==> src/rtl/router_pkg.sv <==
`default_nettype none
// ============================================================================
//  Module      : router_pkg
//  Description : Shared defaults and helpers for the round-robin packet router
//  Revision    : 1.0  initial release
// ============================================================================
package router_pkg;

    localparam int c_DEF_DATA_WIDTH = 32;
    localparam int c_DEF_NUM_PORTS  = 4;
    localparam int c_DEF_FIFO_DEPTH = 4;

    // ceil(log2(value)), never less than 1 so a 1-bit field always exists
    function automatic int clog2_min1(input int value);
        int r;
        r = 0;
        for (int k = 0; k < 31; k++) begin
            if ((1 << k) < value) begin
                r = k + 1;
            end
        end
        return (r < 1) ? 1 : r;
    endfunction

endpackage
`default_nettype wire

==> src/rtl/router_in_fifo.sv <==
`default_nettype none
// ============================================================================
//  Module      : router_in_fifo
//  Description : Per-input synchronous FIFO holding {dest, data} words
//  Revision    : 1.0  initial release
// ============================================================================
module router_in_fifo #(
    parameter int WIDTH = 34,
    parameter int DEPTH = 4
) (
    input  logic             clk,
    input  logic             rst,
    input  logic             i_push,
    input  logic [WIDTH-1:0] i_data,
    input  logic             i_pop,
    output logic [WIDTH-1:0] o_head,
    output logic             o_full,
    output logic             o_empty
);
    localparam int c_AW = $clog2(DEPTH);

    logic [WIDTH-1:0] r_mem [DEPTH];
    logic [c_AW-1:0]  r_wr_ptr;
    logic [c_AW-1:0]  r_rd_ptr;
    logic [c_AW:0]    r_count;
    logic             w_do_push;
    logic             w_do_pop;

    // count is one bit wider than the pointers so full and empty never alias
    assign o_full    = (r_count == (c_AW+1)'(DEPTH));
    assign o_empty   = (r_count == '0);
    assign w_do_push = i_push && !o_full;
    assign w_do_pop  = i_pop && !o_empty;
    assign o_head    = r_mem[r_rd_ptr];

    always_ff @(posedge clk) begin
        if (rst) begin
            r_wr_ptr <= '0;
            r_rd_ptr <= '0;
            r_count  <= '0;
        end else begin
            if (w_do_push) begin
                r_wr_ptr <= r_wr_ptr + 1'b1;
            end
            if (w_do_pop) begin
                r_rd_ptr <= r_rd_ptr + 1'b1;
            end
            case ({w_do_push, w_do_pop})
                2'b10:   r_count <= r_count + 1'b1;
                2'b01:   r_count <= r_count - 1'b1;
                default: r_count <= r_count;
            endcase
        end
    end

    always_ff @(posedge clk) begin
        if (w_do_push) begin
            r_mem[r_wr_ptr] <= i_data;
        end
    end

endmodule
`default_nettype wire

==> src/rtl/rr_packet_router.sv <==
`default_nettype none
// ============================================================================
//  Module      : rr_packet_router
//  Description : NxN destination-steered router, per-input FIFOs and
//                per-output round-robin arbitration into registered outputs
//  Revision    : 1.0  initial release
// ============================================================================
module rr_packet_router
    import router_pkg::*;
#(
    parameter int  DATA_WIDTH = c_DEF_DATA_WIDTH,
    parameter int  NUM_PORTS  = c_DEF_NUM_PORTS,
    parameter int  FIFO_DEPTH = c_DEF_FIFO_DEPTH,
    localparam int DEST_WIDTH = clog2_min1(NUM_PORTS)
) (
    input  logic                             clk,
    input  logic                             reset,
    input  logic [NUM_PORTS*DATA_WIDTH-1:0]  in_data,
    input  logic [NUM_PORTS*DEST_WIDTH-1:0]  in_dest,
    input  logic [NUM_PORTS-1:0]             in_valid,
    output logic [NUM_PORTS-1:0]             in_ready,
    output logic [NUM_PORTS*DATA_WIDTH-1:0]  out_data,
    output logic [NUM_PORTS*DEST_WIDTH-1:0]  out_src,
    output logic [NUM_PORTS-1:0]             out_valid,
    input  logic [NUM_PORTS-1:0]             out_ready,
    output logic [NUM_PORTS-1:0]             drop_pulse
);
    localparam int c_FW = DATA_WIDTH + DEST_WIDTH;

    logic [c_FW-1:0]       w_head      [NUM_PORTS];
    logic [DEST_WIDTH-1:0] w_head_dest [NUM_PORTS];
    logic [DATA_WIDTH-1:0] w_head_data [NUM_PORTS];
    logic [NUM_PORTS-1:0]  w_grant     [NUM_PORTS];
    logic [NUM_PORTS-1:0]  w_full;
    logic [NUM_PORTS-1:0]  w_empty;
    logic [NUM_PORTS-1:0]  w_push;
    logic [NUM_PORTS-1:0]  w_pop;
    logic [NUM_PORTS-1:0]  w_drop;
    logic [NUM_PORTS-1:0]  r_drop_pulse;

    // no bypass: a full FIFO refuses a word even when its head leaves this cycle
    assign in_ready   = ~w_full & {NUM_PORTS{~reset}};
    assign w_push     = in_valid & in_ready;
    assign drop_pulse = r_drop_pulse;

    generate
        for (genvar i = 0; i < NUM_PORTS; i++) begin : g_in
            router_in_fifo #(
                .WIDTH (c_FW),
                .DEPTH (FIFO_DEPTH)
            ) u_fifo (
                .clk     (clk),
                .rst     (reset),
                .i_push  (w_push[i]),
                .i_data  ({in_dest[i*DEST_WIDTH +: DEST_WIDTH],
                           in_data[i*DATA_WIDTH +: DATA_WIDTH]}),
                .i_pop   (w_pop[i]),
                .o_head  (w_head[i]),
                .o_full  (w_full[i]),
                .o_empty (w_empty[i])
            );

            assign w_head_dest[i] = w_head[i][c_FW-1 -: DEST_WIDTH];
            assign w_head_data[i] = w_head[i][DATA_WIDTH-1:0];
            // out-of-range destinations exist only for non power-of-2 port counts
            assign w_drop[i] = !w_empty[i] &&
                               ({1'b0, w_head_dest[i]} >= (DEST_WIDTH+1)'(NUM_PORTS));
        end
    endgenerate

    always_comb begin
        w_pop = w_drop;
        for (int o = 0; o < NUM_PORTS; o++) begin
            w_pop = w_pop | w_grant[o];
        end
    end

    always_ff @(posedge clk) begin
        if (reset) begin
            r_drop_pulse <= '0;
        end else begin
            r_drop_pulse <= w_drop;
        end
    end

    generate
        for (genvar o = 0; o < NUM_PORTS; o++) begin : g_out
            logic [NUM_PORTS-1:0]  w_req;
            logic [NUM_PORTS-1:0]  w_gnt;
            logic                  w_slot_free;
            logic                  w_found_hi;
            logic                  w_found_lo;
            logic [DEST_WIDTH-1:0] w_win_hi;
            logic [DEST_WIDTH-1:0] w_win_lo;
            logic                  w_found;
            logic [DEST_WIDTH-1:0] w_winner;
            logic                  r_valid;
            logic [DATA_WIDTH-1:0] r_data;
            logic [DEST_WIDTH-1:0] r_src;
            logic [DEST_WIDTH-1:0] r_last_grant;

            always_comb begin
                w_req = '0;
                for (int i = 0; i < NUM_PORTS; i++) begin
                    w_req[i] = !w_empty[i] && (w_head_dest[i] == DEST_WIDTH'(o));
                end
            end

            // Round robin as two priority scans: lowest requester above the last
            // winner, else lowest requester at or below it (the wrapped range).
            always_comb begin
                w_found_hi = 1'b0;
                w_found_lo = 1'b0;
                w_win_hi   = '0;
                w_win_lo   = '0;
                for (int i = NUM_PORTS - 1; i >= 0; i--) begin
                    if (w_req[i]) begin
                        if (DEST_WIDTH'(i) > r_last_grant) begin
                            w_found_hi = 1'b1;
                            w_win_hi   = DEST_WIDTH'(i);
                        end else begin
                            w_found_lo = 1'b1;
                            w_win_lo   = DEST_WIDTH'(i);
                        end
                    end
                end
            end

            assign w_slot_free = !r_valid || out_ready[o];
            assign w_found     = w_found_hi || w_found_lo;
            assign w_winner    = w_found_hi ? w_win_hi : w_win_lo;

            always_comb begin
                w_gnt = '0;
                if (w_slot_free && w_found) begin
                    w_gnt[w_winner] = 1'b1;
                end
            end

            assign w_grant[o] = w_gnt;

            always_ff @(posedge clk) begin
                if (reset) begin
                    r_valid      <= 1'b0;
                    r_data       <= '0;
                    r_src        <= '0;
                    r_last_grant <= DEST_WIDTH'(NUM_PORTS - 1);
                end else if (w_slot_free) begin
                    if (w_found) begin
                        r_valid      <= 1'b1;
                        r_data       <= w_head_data[w_winner];
                        r_src        <= w_winner;
                        r_last_grant <= w_winner;
                    end else begin
                        r_valid <= 1'b0;
                    end
                end
            end

            assign out_valid[o]                           = r_valid;
            assign out_data[o*DATA_WIDTH +: DATA_WIDTH]   = r_data;
            assign out_src[o*DEST_WIDTH +: DEST_WIDTH]    = r_src;
        end
    endgenerate

endmodule
`default_nettype wire
==> config.mk <==
export PLATFORM = sky130hd
export DESIGN_NAME = rr_packet_router
export DESIGN_NICKNAME = d
export VERILOG_FILES = /design/src/rtl/router_pkg.sv /design/src/rtl/router_in_fifo.sv /design/src/rtl/rr_packet_router.sv
export SDC_FILE = /design/constraint.sdc
export NUM_CORES = 1
export LEC_CHECK = 0
export ABC_AREA = 1
export BUFFER_PORTS_ARGS = -buffer_cell sky130_fd_sc_hd__buf_2
export CORE_MARGIN = 5
export CORE_UTILIZATION = 45
export CTS_CLUSTER_SIZE = 10
export DETAILED_ROUTE_END_ITERATION = 10
export GPL_TIMING_DRIVEN = 0
export HOLD_SLACK_MARGIN = 0.08
export PLACE_DENSITY = 0.74
export SLEW_MARGIN = 15
export SYNTH_ARGS = -nofsm -noshare
export SYNTH_HDL_FRONTEND = slang
export SYNTH_SLANG_ARGS = --single-unit
==> constraint.sdc <==
create_clock -name clk -period 4.3 [get_ports clk]
set_input_delay 0.86 -clock clk [delete_from_list [all_inputs] [get_ports clk]]
set_output_delay 0.86 -clock clk [all_outputs]
set_load 0.005 [all_outputs]
==> metrics <==
Final period util=92.4%; Data required, critical path=4820 ps; vias in the first global route=25072; VDD IR-drop max=366 uV; Synth Instances=3317; first-pass GRT wire length=159 mm; Filler cells=6175; hpwl dp=81.2 mm; average routed wire per standard cell=23.5 microns; most common cell in the netlist=nand2_1; H-tree depth=3; arrival time at the worst endpoint=4490 ps; Worst-Margin Slew=1350 ps; Leakage=15.5 nW; CTS tree=done; routing usage on met1=36.7%; DRC Markers=0; RD Place Congestion=1.05; met2 Track Usage GR=42.0%; Final Max Slew Viols=0; die outline area=77100 sq um; CTS Hold Bufs=0; Yosys reg bits=728; met3 GRT Util=6.73%; hold path depth=1; commonest register cell after synthesis=edfxtp_1; Final Hold Fails=0; Post-synth top cells=718 x nand2_1, 544 x edfxtp_1, 360 x nor2_1, 274 x a21oi_1, 273 x nand3_1; Hold WC Path Type=primary input to flop; crit-path max FO=10; Final WS setup=326 ps; fin crit period=3970 ps; Tot Pwr=0.0287 W; slew margin rel.=9.73%; power density over cell area=755 nW/um^2; Yosys cell types=41; Chip Width=278 microns; Max clock buf depth=3; CTS Sinks=728; placed cell count=4574; CTS Buf Count=85; Root Buffer=clkbuf_16; yosys warns=0; Final ANT Viol Nets=0; leading area contributor after synthesis=edfxtp_1; Fmax achieved=252 MHz; ys async rst share=0%; Worst R2R Path Depth=19; DR iter-0 viols=3796; CTS clk-pin slew, worst paths=60 ps; busiest layer in global routing=met2; Multi-input gate area=10400 sq um; largest net degree at the start of global routing=27; GRT Resource Usage Total=27.4%; via count=26977; post-synthesis sequential area ratio=62.1%; io pins=294; WL final=111 mm; post-cts resize count=0; core area=71200 sq um; Yosys top cell area share=50.7%; CP endpoint kind=flop; maxcap violations=0; drt via density=5.69; Final Instance Count excl. Fillers=4737; row count=98; total congestion overflow=0; RSZ-0062 raised after global routing=false; initial antenna violation count=3; Post-CTS Setup Bufs=0; Mean Syn Cell Area=9.72 sq um; Fin Setup TNS=0 ps; status=finished clean; Setup crit start kind=flop; main area contributors after synthesis=edfxtp_1 51%, dfxtp_1 11%, nand2_1 8.4%, a21oi_1 4.3%, nand3_1 4.2%; synthesis-to-finish area growth=17.8%; drt pass-1 iters=7; port bufs=288; Placement Setup Slack=456 ps; Initial Util=45.3%; Crit Path Class=flop to flop; Mapped Area=32200 sq um; register area=20000 sq um; clk_lat worst skew=650 ps; EDFF count, synth=544; layout cell share with drive strength beyond 1=15.0%; setup violators final=0; die span in y=278 microns; clk_skew=19.4 ps; Nets=3881
## state kept, by name (all words and copies together), names as in the netlist, named ones only
signal / count
g_out.r_data: 128
g_in.u_fifo.r_rd_ptr: 8
g_in.u_fifo.r_wr_ptr: 8
g_in.u_fifo.r_mem: 544
g_out.r_src: 8
g_in.u_fifo.r_count: 12
g_out.r_valid: 4
g_out.r_last_grant: 8
## final timing paths
check | startpoint | end | slack [ps]
worst max-delay path | flop | g_in[1].u_fifo.r_count[2]$_SDFFE_PP0P_ | 330
worst min-delay path | in_data[8] | g_in[0].u_fifo.r_mem[2][8]$_DFFE_PP_ | 420
worst max register to register | flop | g_in[1].u_fifo.r_count[2]$_SDFFE_PP0P_ | 330
worst min register to register | g_in[1].u_fifo.r_count[0]$_SDFFE_PP0P_ | g_in[1].u_fifo.r_count[0]$_SDFFE_PP0P_ | 460
## per-layer routing
| metal | vias to the layer above | routed length (microns) | part of all wire [%] |
|---|---|---|---|
| met5 | - | 27 | 0.024 |
| met3 | 312 | 12500 | 11 |
| li1 | 12262 | - | - |
| met4 | 4 | 6440 | 5.8 |
| met1 | 12755 | 42600 | 38 |
| met2 | 1644 | 49500 | 45 |
## area by class of cell
class	instances	area share [%]
inverter	241	2.38
clock buffer	149	6.37
clock inverter	11	0.389
tap	950	3.13
antenna	3	0.0198
multi-input combinational	2135	27.4
buffer	216	2.80
timing repair buffer	304	4.84
sequential	728	52.7
## worst max-delay path, stage by stage (launching register included)
cell and delay (ps):
dfxtp_1 450, inv_2 90, nand2_1 70, nand3_1 290
a21oi_4 320, nand3_2 120, inv_2 90, nor2_4 50
nand2_1 120, nand2_2 170, inv_2 330, nand3_1 250
nand3_1 180, ha_1 150, inv_1 70, fa_1 430
a21oi_1 140, o21ai_0 150, o21ai_0 280, a21oi_1 80
## logic make-up (layout without fill, tap and decap cells)
logic type      after synthesis  in the layout  share of synthesized area (%)
other cells                   1              7                         0.0116
simple gates               1396           1396                           17.8
fa+ha+maj                    24             24                           1.02
buf+inv                     457            921                           6.11
xor+xnor                      4              4                          0.109
flops                       728            728                           62.1
compound gates              707            707                           12.9
## cells in the final DEF, fill, tap and decap left out, types with 2 or more instances in the layout
cell	instances
a21oi_1	274
nand4_1	9
o211ai_1	34
buf_6	12
buf_2	346
o21ai_1	54
clkbuf_16	87
conb_1	4
nand3_2	5
nor2_4	18
inv_1	220
nand2_1	718
nand2_2	19
o22ai_1	41
xor2_1	4
clkinv_1	2
a31oi_1	5
diode_2	3
nor3_1	3
buf_4	24
buf_12	6
clkbuf_1	167
dfxtp_1	184
ha_1	20
inv_2	19
clkinv_2	3
nand3_1	273
inv_6	3
inv_16	3
a32o_1	86
o21ai_0	207
buf_1	15
nor2_1	344
edfxtp_1	544
nor2_2	3
fa_1	4
buf_16	10
## power breakdown
part	switching, W	leakage (nW)	internal, W
registers	0.000558	6.46	0.00836
clock network	0.00280	1.23	0.00389
logic	0.00926	7.84	0.00380
## metrics by stage
stage	hold WS (ps)	util, %	instance area (sq um)
floorplan	422	-	32300
global placement	438	49.0	34900
detailed placement	452	49.7	35400
CTS	401	53.3	38000
global route	401	53.3	38000
finish	421	53.3	38000
(Power assumes the default switching activity.)
